[src/rtl/scan_driver_if.sv]
// Host-side handshake for the scan chain driver: request, write payload,
// captured read payload and status.
interface scan_driver_if #(
  parameter int N_BITS = 20
);
  logic              start;
  logic [N_BITS-1:0] wr_data;
  logic [N_BITS-1:0] rd_data;
  logic              busy;
  logic              done;

  modport master (
    output start,
    output wr_data,
    input  rd_data,
    input  busy,
    input  done
  );

  modport slave (
    input  start,
    input  wr_data,
    output rd_data,
    output busy,
    output done
  );
endinterface

[src/rtl/scan_driver.sv]
// Two-phase scan chain driver.
// One transaction: capture chip x/y, shift N_BITS bits (new din/addr/sram_sel
// in, captured x/y out), then pulse load to move the scan-in cells onto the
// chip inputs.
//
//   state     | meaning
//   ----------+-------------------------------------------------------
//   S_IDLE    | waiting for start; wr_data latched on acceptance
//   S_CAPTURE | one bit period with scan_i0o1=1 (parallel capture)
//   S_SHIFT   | N_BITS bit periods, scan_in MSB first, scan_out sampled
//   S_LOAD    | three phases: gap, load pulse, gap
//   S_DONE    | one cycle, done=1, rd_data updated
//
// Bit period = P0 (all low, sample point at its end), P1 (phi), P2 (all low),
// P3 (phib). Every phase lasts DIV clk cycles. All pin outputs are registered
// and set from the phase being entered, so they never glitch.
module scan_driver #(
  parameter int N_BITS = 20,
  parameter int DIV    = 2
) (
  input  logic        clk,
  input  logic        rst_n,
  scan_driver_if.slave host,
  output logic        phi,
  output logic        phib,
  output logic        scan_i0o1,
  output logic        load,
  output logic        scan_in,
  input  logic        scan_out
);

  localparam int DW = (DIV > 1) ? $clog2(DIV) : 1;
  localparam int BW = (N_BITS > 1) ? $clog2(N_BITS) : 1;

  typedef enum logic [2:0] {
    S_IDLE,
    S_CAPTURE,
    S_SHIFT,
    S_LOAD,
    S_DONE
  } state_t;

  state_t            state;
  logic [DW-1:0]     div_cnt;
  logic [1:0]        phase;
  logic [BW-1:0]     bit_idx;
  logic [N_BITS-1:0] sh_reg;
  logic [N_BITS-1:0] rd_shadow;
  logic              so_meta;
  logic              so_sync;

  logic              phase_end;
  logic [1:0]        phase_nxt;
  logic              last_bit;

  assign phase_end = (div_cnt == DW'(DIV - 1));
  assign phase_nxt = phase + 2'd1;
  assign last_bit  = (bit_idx == BW'(N_BITS - 1));

  // scan_out arrives asynchronously from the chain; two-flop synchronizer.
  always_ff @(posedge clk or negedge rst_n) begin
    if (!rst_n) begin
      so_meta <= 1'b0;
      so_sync <= 1'b0;
    end else begin
      so_meta <= scan_out;
      so_sync <= so_meta;
    end
  end

  // Transaction sequencer: state, phase timing and all registered outputs.
  always_ff @(posedge clk or negedge rst_n) begin
    if (!rst_n) begin
      state        <= S_IDLE;
      div_cnt      <= '0;
      phase        <= 2'd0;
      bit_idx      <= '0;
      sh_reg       <= '0;
      rd_shadow    <= '0;
      phi          <= 1'b0;
      phib         <= 1'b0;
      scan_i0o1    <= 1'b0;
      load         <= 1'b0;
      scan_in      <= 1'b0;
      host.rd_data <= '0;
      host.busy    <= 1'b0;
      host.done    <= 1'b0;
    end else begin
      case (state)
        S_IDLE: begin
          if (host.start) begin
            sh_reg    <= host.wr_data;
            state     <= S_CAPTURE;
            div_cnt   <= '0;
            phase     <= 2'd0;
            bit_idx   <= '0;
            host.busy <= 1'b1;
            scan_i0o1 <= 1'b1;
            scan_in   <= 1'b0;
            phi       <= 1'b0;
            phib      <= 1'b0;
          end
        end

        S_CAPTURE, S_SHIFT: begin
          if (!phase_end) begin
            div_cnt <= div_cnt + DW'(1);
          end else begin
            div_cnt <= '0;
            phase   <= phase_nxt;
            phi     <= (phase_nxt == 2'd1);
            phib    <= (phase_nxt == 2'd3);
            // Last cycle of P0: first sample lands in the MSB after N_BITS shifts.
            if ((state == S_SHIFT) && (phase == 2'd0)) begin
              rd_shadow <= {rd_shadow[N_BITS-2:0], so_sync};
            end
            if (phase == 2'd3) begin
              if (state == S_CAPTURE) begin
                state     <= S_SHIFT;
                scan_i0o1 <= 1'b0;
                scan_in   <= sh_reg[N_BITS-1];
                sh_reg    <= sh_reg << 1;
              end else if (last_bit) begin
                state   <= S_LOAD;
                scan_in <= 1'b0;
              end else begin
                bit_idx <= bit_idx + BW'(1);
                scan_in <= sh_reg[N_BITS-1];
                sh_reg  <= sh_reg << 1;
              end
            end
          end
        end

        S_LOAD: begin
          if (!phase_end) begin
            div_cnt <= div_cnt + DW'(1);
          end else begin
            div_cnt <= '0;
            phase   <= phase_nxt;
            load    <= (phase_nxt == 2'd1);
            if (phase == 2'd2) begin
              state        <= S_DONE;
              host.done    <= 1'b1;
              host.busy    <= 1'b0;
              host.rd_data <= rd_shadow;
            end
          end
        end

        S_DONE: begin
          host.done <= 1'b0;
          state     <= S_IDLE;
        end

        default: begin
          state <= S_IDLE;
        end
      endcase
    end
  end

endmodule

[src/flat_wrapper.sv]
// flat-port wrapper written by rule: the top's interface ports become plain ports
module scan_driver_flat 
#(
  parameter int N_BITS = 20,
  parameter int DIV    = 2
)
  (clk, rst_n, phi, phib, scan_i0o1, load, scan_in, scan_out, host_start, host_wr_data, host_rd_data, host_busy, host_done);
  scan_driver_if #(.N_BITS(N_BITS)) host_i ();
  input  logic clk;
  input  logic rst_n;
  output logic phi;
  output logic phib;
  output logic scan_i0o1;
  output logic load;
  output logic scan_in;
  input  logic scan_out;
  input wire logic [$bits(host_i.start)-1:0] host_start;
  input wire logic [$bits(host_i.wr_data)-1:0] host_wr_data;
  output wire logic [$bits(host_i.rd_data)-1:0] host_rd_data;
  output wire logic [$bits(host_i.busy)-1:0] host_busy;
  output wire logic [$bits(host_i.done)-1:0] host_done;
  assign host_i.start = host_start;
  assign host_i.wr_data = host_wr_data;
  assign host_rd_data = host_i.rd_data;
  assign host_busy = host_i.busy;
  assign host_done = host_i.done;
  scan_driver #(.N_BITS(N_BITS), .DIV(DIV)) u_core (.clk(clk), .rst_n(rst_n), .host(host_i), .phi(phi), .phib(phib), .scan_i0o1(scan_i0o1), .load(load), .scan_in(scan_in), .scan_out(scan_out));
endmodule
[config.mk]
export PLATFORM = sky130hd
export DESIGN_NAME = scan_driver_flat
export DESIGN_NICKNAME = d
export VERILOG_FILES = /design/src/rtl/scan_driver_if.sv /design/src/rtl/scan_driver.sv /design/src/flat_wrapper.sv
export SDC_FILE = /design/constraint.sdc
export NUM_CORES = 1
export LEC_CHECK = 0
export BUFFER_PORTS_ARGS = -buffer_cell sky130_fd_sc_hd__clkbuf_2
export CAP_MARGIN = 5
export CELL_PAD_IN_SITES_DETAIL_PLACEMENT = 1
export CELL_PAD_IN_SITES_GLOBAL_PLACEMENT = 1
export CORE_UTILIZATION = 30
export DETAILED_ROUTE_END_ITERATION = 10
export PLACE_DENSITY = 0.64
export SLEW_MARGIN = 15
export SYNTH_ARGS = -nofsm -noshare
export SYNTH_HDL_FRONTEND = slang
export SYNTH_SLANG_ARGS = --single-unit
[constraint.sdc]
create_clock -name clk -period 2 [get_ports clk]
set_clock_uncertainty 0.1 [all_clocks]
set_input_delay 0 -clock clk [delete_from_list [all_inputs] [get_ports clk]]
set_output_delay 0 -clock clk [all_outputs]
set_load 0.01 [all_outputs]
==> results.json, run 1 <==
{
  "dp_hpwl_mm": 4.959,
  "grtUsageTotal_pct": 13.54,
  "cts_max_level": 3,
  "layout_common_cells": "dfrtp_1, clkbuf_2, mux2_4, mux2_2, dlygate4sd3_1",
  "grt_max_degree": 48,
  "min_path_type": "in -> async",
  "grt_antenna_before_repair": 0,
  "placement.io_buffers": 50,
  "cts_tree": "done",
  "synth.area.top_cells": "dfrtp_1, mux2_4, mux2_2",
  "arrival_ns": 2.09,
  "clock_path_buffers": 2,
  "diodes": 0,
  "drt_iter0_drc": 64,
  "root_buffer": "clkbuf_16",
  "min_period_over_period_pct": 98.65,
  "drive_gt1_share_pct": 43.70,
  "fin_cells": 504,
  "die_h_um": 113.0,
  "synth_top_family_by_area": "multiplexers",
  "end_kind": "register",
  "start_util_pct": 30.77,
  "layout.nets": 381,
  "vias": 2347,
  "syn_area_um2": 3696,
  "period_needed_ns": 1.973,
  "stdcell_area_um2": 4840,
  "viasPerCell": 4.657,
  "grt_pass1_wl_mm": 13.39,
  "seq_area_frac_synth_pct": 54.16,
  "place_area_um2": 4212,
  "rows": 40,
  "synthAdderAreaFrac_pct": 1.693,
  "hold_viol": 0,
  "clkTransAtPathRegs_ns": 0.06,
  "final_common_cell": "dfrtp_1",
  "setup_viol": 0,
  "power.density_nw_per_um2": 715.0,
  "drt_drc_violations_left": 0,
  "synth-seq-cells": 80,
  "synth_cell_types": 43,
  "cap_violations": 0,
  "wl_mm": 8.061,
  "antenna_left": 0,
  "power.leakage_nw": 2.555,
  "netlist_instances": 259,
  "syn-num-nets": 288,
  "die_area_um2": 12770,
  "grt_pass1_vias": 2622,
  "fmax_mhz": 506.8,
  "synth_xor_area_share_pct": 0,
  "wire_per_inst_um": 15.99,
  "worstSkewPairLatency_ns": 0.33,
  "place.gp.congestion": 0.7076,
  "yosys.area_share.simple_pct": 5.924,
  "tightest_slew_ns": 0.4928,
  "ir_worst_vdd_v": 0.0004509,
  "cts.sinks": 80,
  "synth_area_per_cell_um2": 14.27,
  "dp.cells": 459,
  "synth_compound_area_share_pct": 6.330,
  "total_power_mw": 3.460,
  "crit_type": "reg -> reg",
  "cp.required_ns": 2.12,
  "slew_headroom_pct": 67.15,
  "synth_area_leader_cell": "dfrtp_1",
  "die_w_um": 113.0,
  "status": "finished clean",
  "design.core.area_um2": 12010,
  "drt_pre_antenna_iters": 4,
  "yosysTopAreaCellShare_pct": 54.16,
  "yosys_warnings": 0,
  "muxShareOfSynthArea_pct": 28.27,
  "cts_buffers": 9,
  "cp-start-kind": "register",
  "area_growth_pct": 30.94,
  "holdWs_ns": 0.07462,
  "drv_slew": 0,
  "gr-total-overflow": 0,
  "crit_fanout": 5,
  "io_pins": 51,
  "fill_cells": 1270
}
[synth_stat cells, drive strengths merged]
| library cell | count |
|---|---|
| or3 | 1 |
| inv | 8 |
| clkbuf | 3 |
| nand4 | 2 |
| a22oi | 1 |
| a21oi | 4 |
| a21boi | 1 |
| nor4 | 1 |
| nor2b | 1 |
| buf | 10 |
| a32o | 2 |
| a41o | 1 |
| a211o | 1 |
| and3 | 1 |
| nand3 | 8 |
| and4bb | 1 |
| and2 | 1 |
| o21ai | 10 |
| ha | 5 |
| a31oi | 3 |
| nand2b | 2 |
| nand3b | 2 |
| o31ai | 3 |
| a41oi | 2 |
| nor3 | 1 |
| dfrtp | 80 |
| nor2 | 9 |
| o21a | 2 |
| nand2 | 9 |
| mux2 | 80 |
| mux2i | 2 |
| and2b | 1 |
| o211ai | 1 |
[stage by stage]
stage | TNS, ns | setup slack (ns) | util, %
3_3_place_gp | 0 | 0.1124 | 35.06
4_1_cts | 0 | 0.04071 | 39.59
3_5_place_dp | 0 | 0.05171 | 35.06
6_report | 0 | 0.02699 | 40.29
5_1_grt | -0.6203 | -0.04521 | 40.29
2_1_floorplan | 0 | 0.09351 | -
[cell type report]
cell class | count | area (um2) | area share [%]
Clock buffer | 11 | 232.7 | 4.809
Tap cell | 147 | 183.9 | 3.800
Multi-Input combinational cell | 158 | 1573 | 32.50
Clock inverter | 5 | 81.33 | 1.680
Timing Repair Buffer | 95 | 735.7 | 15.20
Sequential cell | 80 | 2003 | 41.39
Inverter | 8 | 30.03 | 0.6205
[critical path: stages (launching register included)]
cell and delay [ns]:
dfrtp_1 0.41, ha_1 0.27, nand3b_1 0.15, a21oi_2 0.23, o31ai_4 0.10, buf_6 0.14, clkbuf_16 0.15, mux2_4 0.30
[power by group]
part / internal (mW) / switching [mW] / leakage (nW)
sequential: 1.63 / 0.00508 / 1.08
clock: 1.09 / 0.632 / 0.150
combinational: 0.0549 / 0.0483 / 1.33
[metal layers]
metal / vias to the layer above / share of wire [%] / track usage, %
met5: - / 0 / 0
met4: 0 / 1.6 / 5.263
met3: 12 / 3.8 / 3.482
met2: 38 / 51 / 23.13
met1: 1185 / 44 / 16.41
li1: 1112 / - / -
[kinds of logic (layout without fill, tap and decap cells)]
| logic type | Yosys count | after routing |
|---|---|---|
| mux | 82 | 82 |
| flops | 80 | 80 |
| simple gates | 40 | 40 |
| compound gates | 31 | 31 |
| buf+inv | 21 | 119 |
| fa+ha+maj | 5 | 5 |
[timing repair]
| item | in CTS | in global routing |
|---|---|---|
| endpoints found under the hold margin | 104 | 0 |
| hold buffers | 23 | 0 |
| endpoints found under the setup margin | 0 | 36 |
| gates resized for setup | 0 | 6 |
| setup buffers | 0 | 4 |
[final timing paths]
| kind | endpoint | depth (start not counted) | slack (ns) | startpoint |
|---|---|---|---|---|
| hold / removal | u_core.sh_reg[4]$_DFFE_PN0P_ | 2 | 0.07 | rst_n |
| min in group clk | u_core.so_meta$_DFF_PN0_ | 2 | 0.22 | scan_out |
| hold reg to reg | u_core.so_sync$_DFF_PN0_ | 0 | 0.26 | u_core.so_meta$_DFF_PN0_ |
| max in group asynchronous | u_core.rd_shadow[17]$_DFFE_PN0P_ | 3 | 1.12 | rst_n |
| setup reg to reg | u_core.sh_reg[8]$_DFFE_PN0P_ | 7 | 0.03 | u_core.phase[0]$_DFFE_PN0P_ |
| setup / recovery | u_core.sh_reg[8]$_DFFE_PN0P_ | 7 | 0.03 | u_core.phase[0]$_DFFE_PN0P_ |
Note: power is estimated with default switching activity, not from simulation.
==> run 2, diff against run 1 <==
--- a/config.mk
+++ b/config.mk
@@ -9,9 +9,10 @@
 export CAP_MARGIN = 5
 export CELL_PAD_IN_SITES_DETAIL_PLACEMENT = 1
 export CELL_PAD_IN_SITES_GLOBAL_PLACEMENT = 1
-export CORE_UTILIZATION = 30
+export CORE_UTILIZATION = 42
 export DETAILED_ROUTE_END_ITERATION = 10
-export PLACE_DENSITY = 0.64
+export PLACE_DENSITY = 0.82
+export SETUP_SLACK_MARGIN = 0.1
 export SLEW_MARGIN = 15
 export SYNTH_ARGS = -nofsm -noshare
 export SYNTH_HDL_FRONTEND = slang
==> results.json, run 2 (synthesis gave the netlist of run 1 again) <==
{
  "grt_pass1_vias": 2764,
  "p_switching_mw": 0.7557,
  "wire_per_inst_um": 19.20,
  "dp_hpwl_mm": 5.043,
  "rows": 33,
  "p_seq_share_pct": 55.7,
  "grt_antenna_before_repair": 0,
  "grt_max_degree": 42,
  "switching_share_pct": 25.84,
  "viasPerCell": 5.333,
  "rsz0062_at_grt": "true",
  "holdWs_ns": 0.07305,
  "final_util_pct": 56.62,
  "layout_common_cells": "dfrtp_1, clkbuf_2, mux2_4, mux2_2, dlygate4sd3_1",
  "clock_path_buffers": 2,
  "min_period_over_period_pct": 97.37,
  "gr-total-overflow": 0,
  "min_path_type": "in -> async",
  "worstPathCellList": "ha_1 -> and4bb_2 -> nor2_4 -> o31ai_4 -> buf_6 -> buf_16 -> mux2_4",
  "drt_pre_antenna_iters": 4,
  "power.leakage_nw": 2.530,
  "end_kind": "register",
  "diodes": 0,
  "io_pins": 51,
  "wl_met1_mm": 3.681,
  "crit_fanout": 10,
  "die_h_um": 95.81,
  "drt_iter0_drc": 157,
  "slowest_stage": "dfrtp_1",
  "cts.sinks": 80,
  "setup_tns_ns": 0,
  "place.gp.congestion": 0.7613,
  "hold_viol": 0,
  "fmax_mhz": 513.5,
  "drv_slew": 0,
  "crit_buf_inv": 2,
  "layout.nets": 387,
  "final_common_cell": "dfrtp_1",
  "status": "finished clean",
  "clkTransAtPathRegs_ns": 0.10,
  "die_area_um2": 9180,
  "area_growth_pct": 28.40,
  "slew_headroom_pct": 62.53,
  "intPower_mw": 2.169,
  "total_power_mw": 2.925,
  "grtUsageTotal_pct": 21.13,
  "dp.cells": 417,
  "fin_cells": 468,
  "placement.io_buffers": 50,
  "cp-start-kind": "register",
  "setup_viol": 0,
  "period_needed_ns": 1.947,
  "die_w_um": 95.81,
  "rrSetupSlack_ns": 0.05,
  "grt_pass1_wl_mm": 14.32,
  "cts_buffers": 9,
  "p_comb_share_pct": 3.6,
  "ir_worst_vdd_v": 0.0004583,
  "max_stage_delay_ns": 0.38,
  "wl_mm": 8.986,
  "vias": 2496,
  "root_buffer": "clkbuf_8",
  "cap_violations": 0,
  "cp_top_family": "flip-flops",
  "worstSkewPairLatency_ns": 0.36,
  "cts_tree": "done",
  "power.density_nw_per_um2": 616.3,
  "cp.required_ns": 2.15,
  "crit_type": "reg -> reg",
  "drive_gt1_share_pct": 46.83,
  "route.met3.wl_um": 317,
  "dr.max_layer_used": "met4",
  "drt_drc_violations_left": 0,
  "wl_met2_mm": 4.781,
  "clockPowerShare_pct": 40.7,
  "antenna_left": 0,
  "arrival_ns": 2.09,
  "design.core.area_um2": 8382,
  "cts_max_level": 3,
  "start_util_pct": 44.10,
  "tightest_slew_ns": 0.5572
}
[run 2: changes by cell type in the layout (fill, tap and decap cells not counted), sizes merged]
cell | before | now
bufinv | 2 | 0
inv | 8 | 12
buf | 22 | 29
clkbuf | 61 | 58
[run 2: metrics by stage]
step	instance area, um2	worst slack, ns
floorplan	3696	0.1128
global placement	4159	0.1092
detailed placement	4159	0.04510
CTS	4678	0.09277
global route	4746	0.01362
finish	4746	0.05250
[run 2: worst paths after layout]
| path | start | end | cells past startpoint |
|---|---|---|---|
| worst max register to register | u_core.bit_idx[1]$_DFFE_PN0P_ | u_core.sh_reg[19]$_DFFE_PN0P_ | 7 |
| worst min register to register | u_core.so_meta$_DFF_PN0_ | u_core.so_sync$_DFF_PN0_ | 0 |
| worst min-delay path | rst_n | u_core.phi$_DFFE_PN0P_ | 2 |
| min in group clk | scan_out | u_core.so_meta$_DFF_PN0_ | 2 |
| max in group asynchronous | rst_n | u_core.phase[0]$_DFFE_PN0P_ | 3 |
| worst max-delay path | u_core.bit_idx[1]$_DFFE_PN0P_ | u_core.sh_reg[19]$_DFFE_PN0P_ | 7 |
[run 2: layer usage]
layer / up-vias / track usage (%)
met4: 0 / 7.090
li1: 1123 / -
met5: - / 0
met3: 19 / 5.371
met2: 48 / 37.26
met1: 1306 / 25.05
[run 2: area by class of cell]
class                           instances  area, um2
Tap cell                              105      131.4
Clock buffer                            9      123.9
Timing Repair Buffer                  101      779.5
Fill cell                             805       3636
Multi-Input combinational cell        158       1604
Sequential cell                        80       2004
Inverter                                8      30.03
Clock inverter                          7      72.57
[run 2: power groups by stage]
stage	sequential, mW	clock [mW]	combinational, mW
finish	1.63	1.19	0.105
global route	1.63	1.28	0.119
CTS	1.63	1.21	0.105
detailed placement	1.66	0	0.0695
global placement	1.66	0	0.0675
floorplan	1.66	0	0.00648
[run 2: timing repair]
action / CTS / global route
setup endpoints to repair: 20 / 44
pin swaps: 3 / 1
resized for setup: 6 / 9
setup buffers: 7 / 4
hold endpoints to repair: 104 / 0
cloned: 1 / 0
hold buffers: 23 / 0
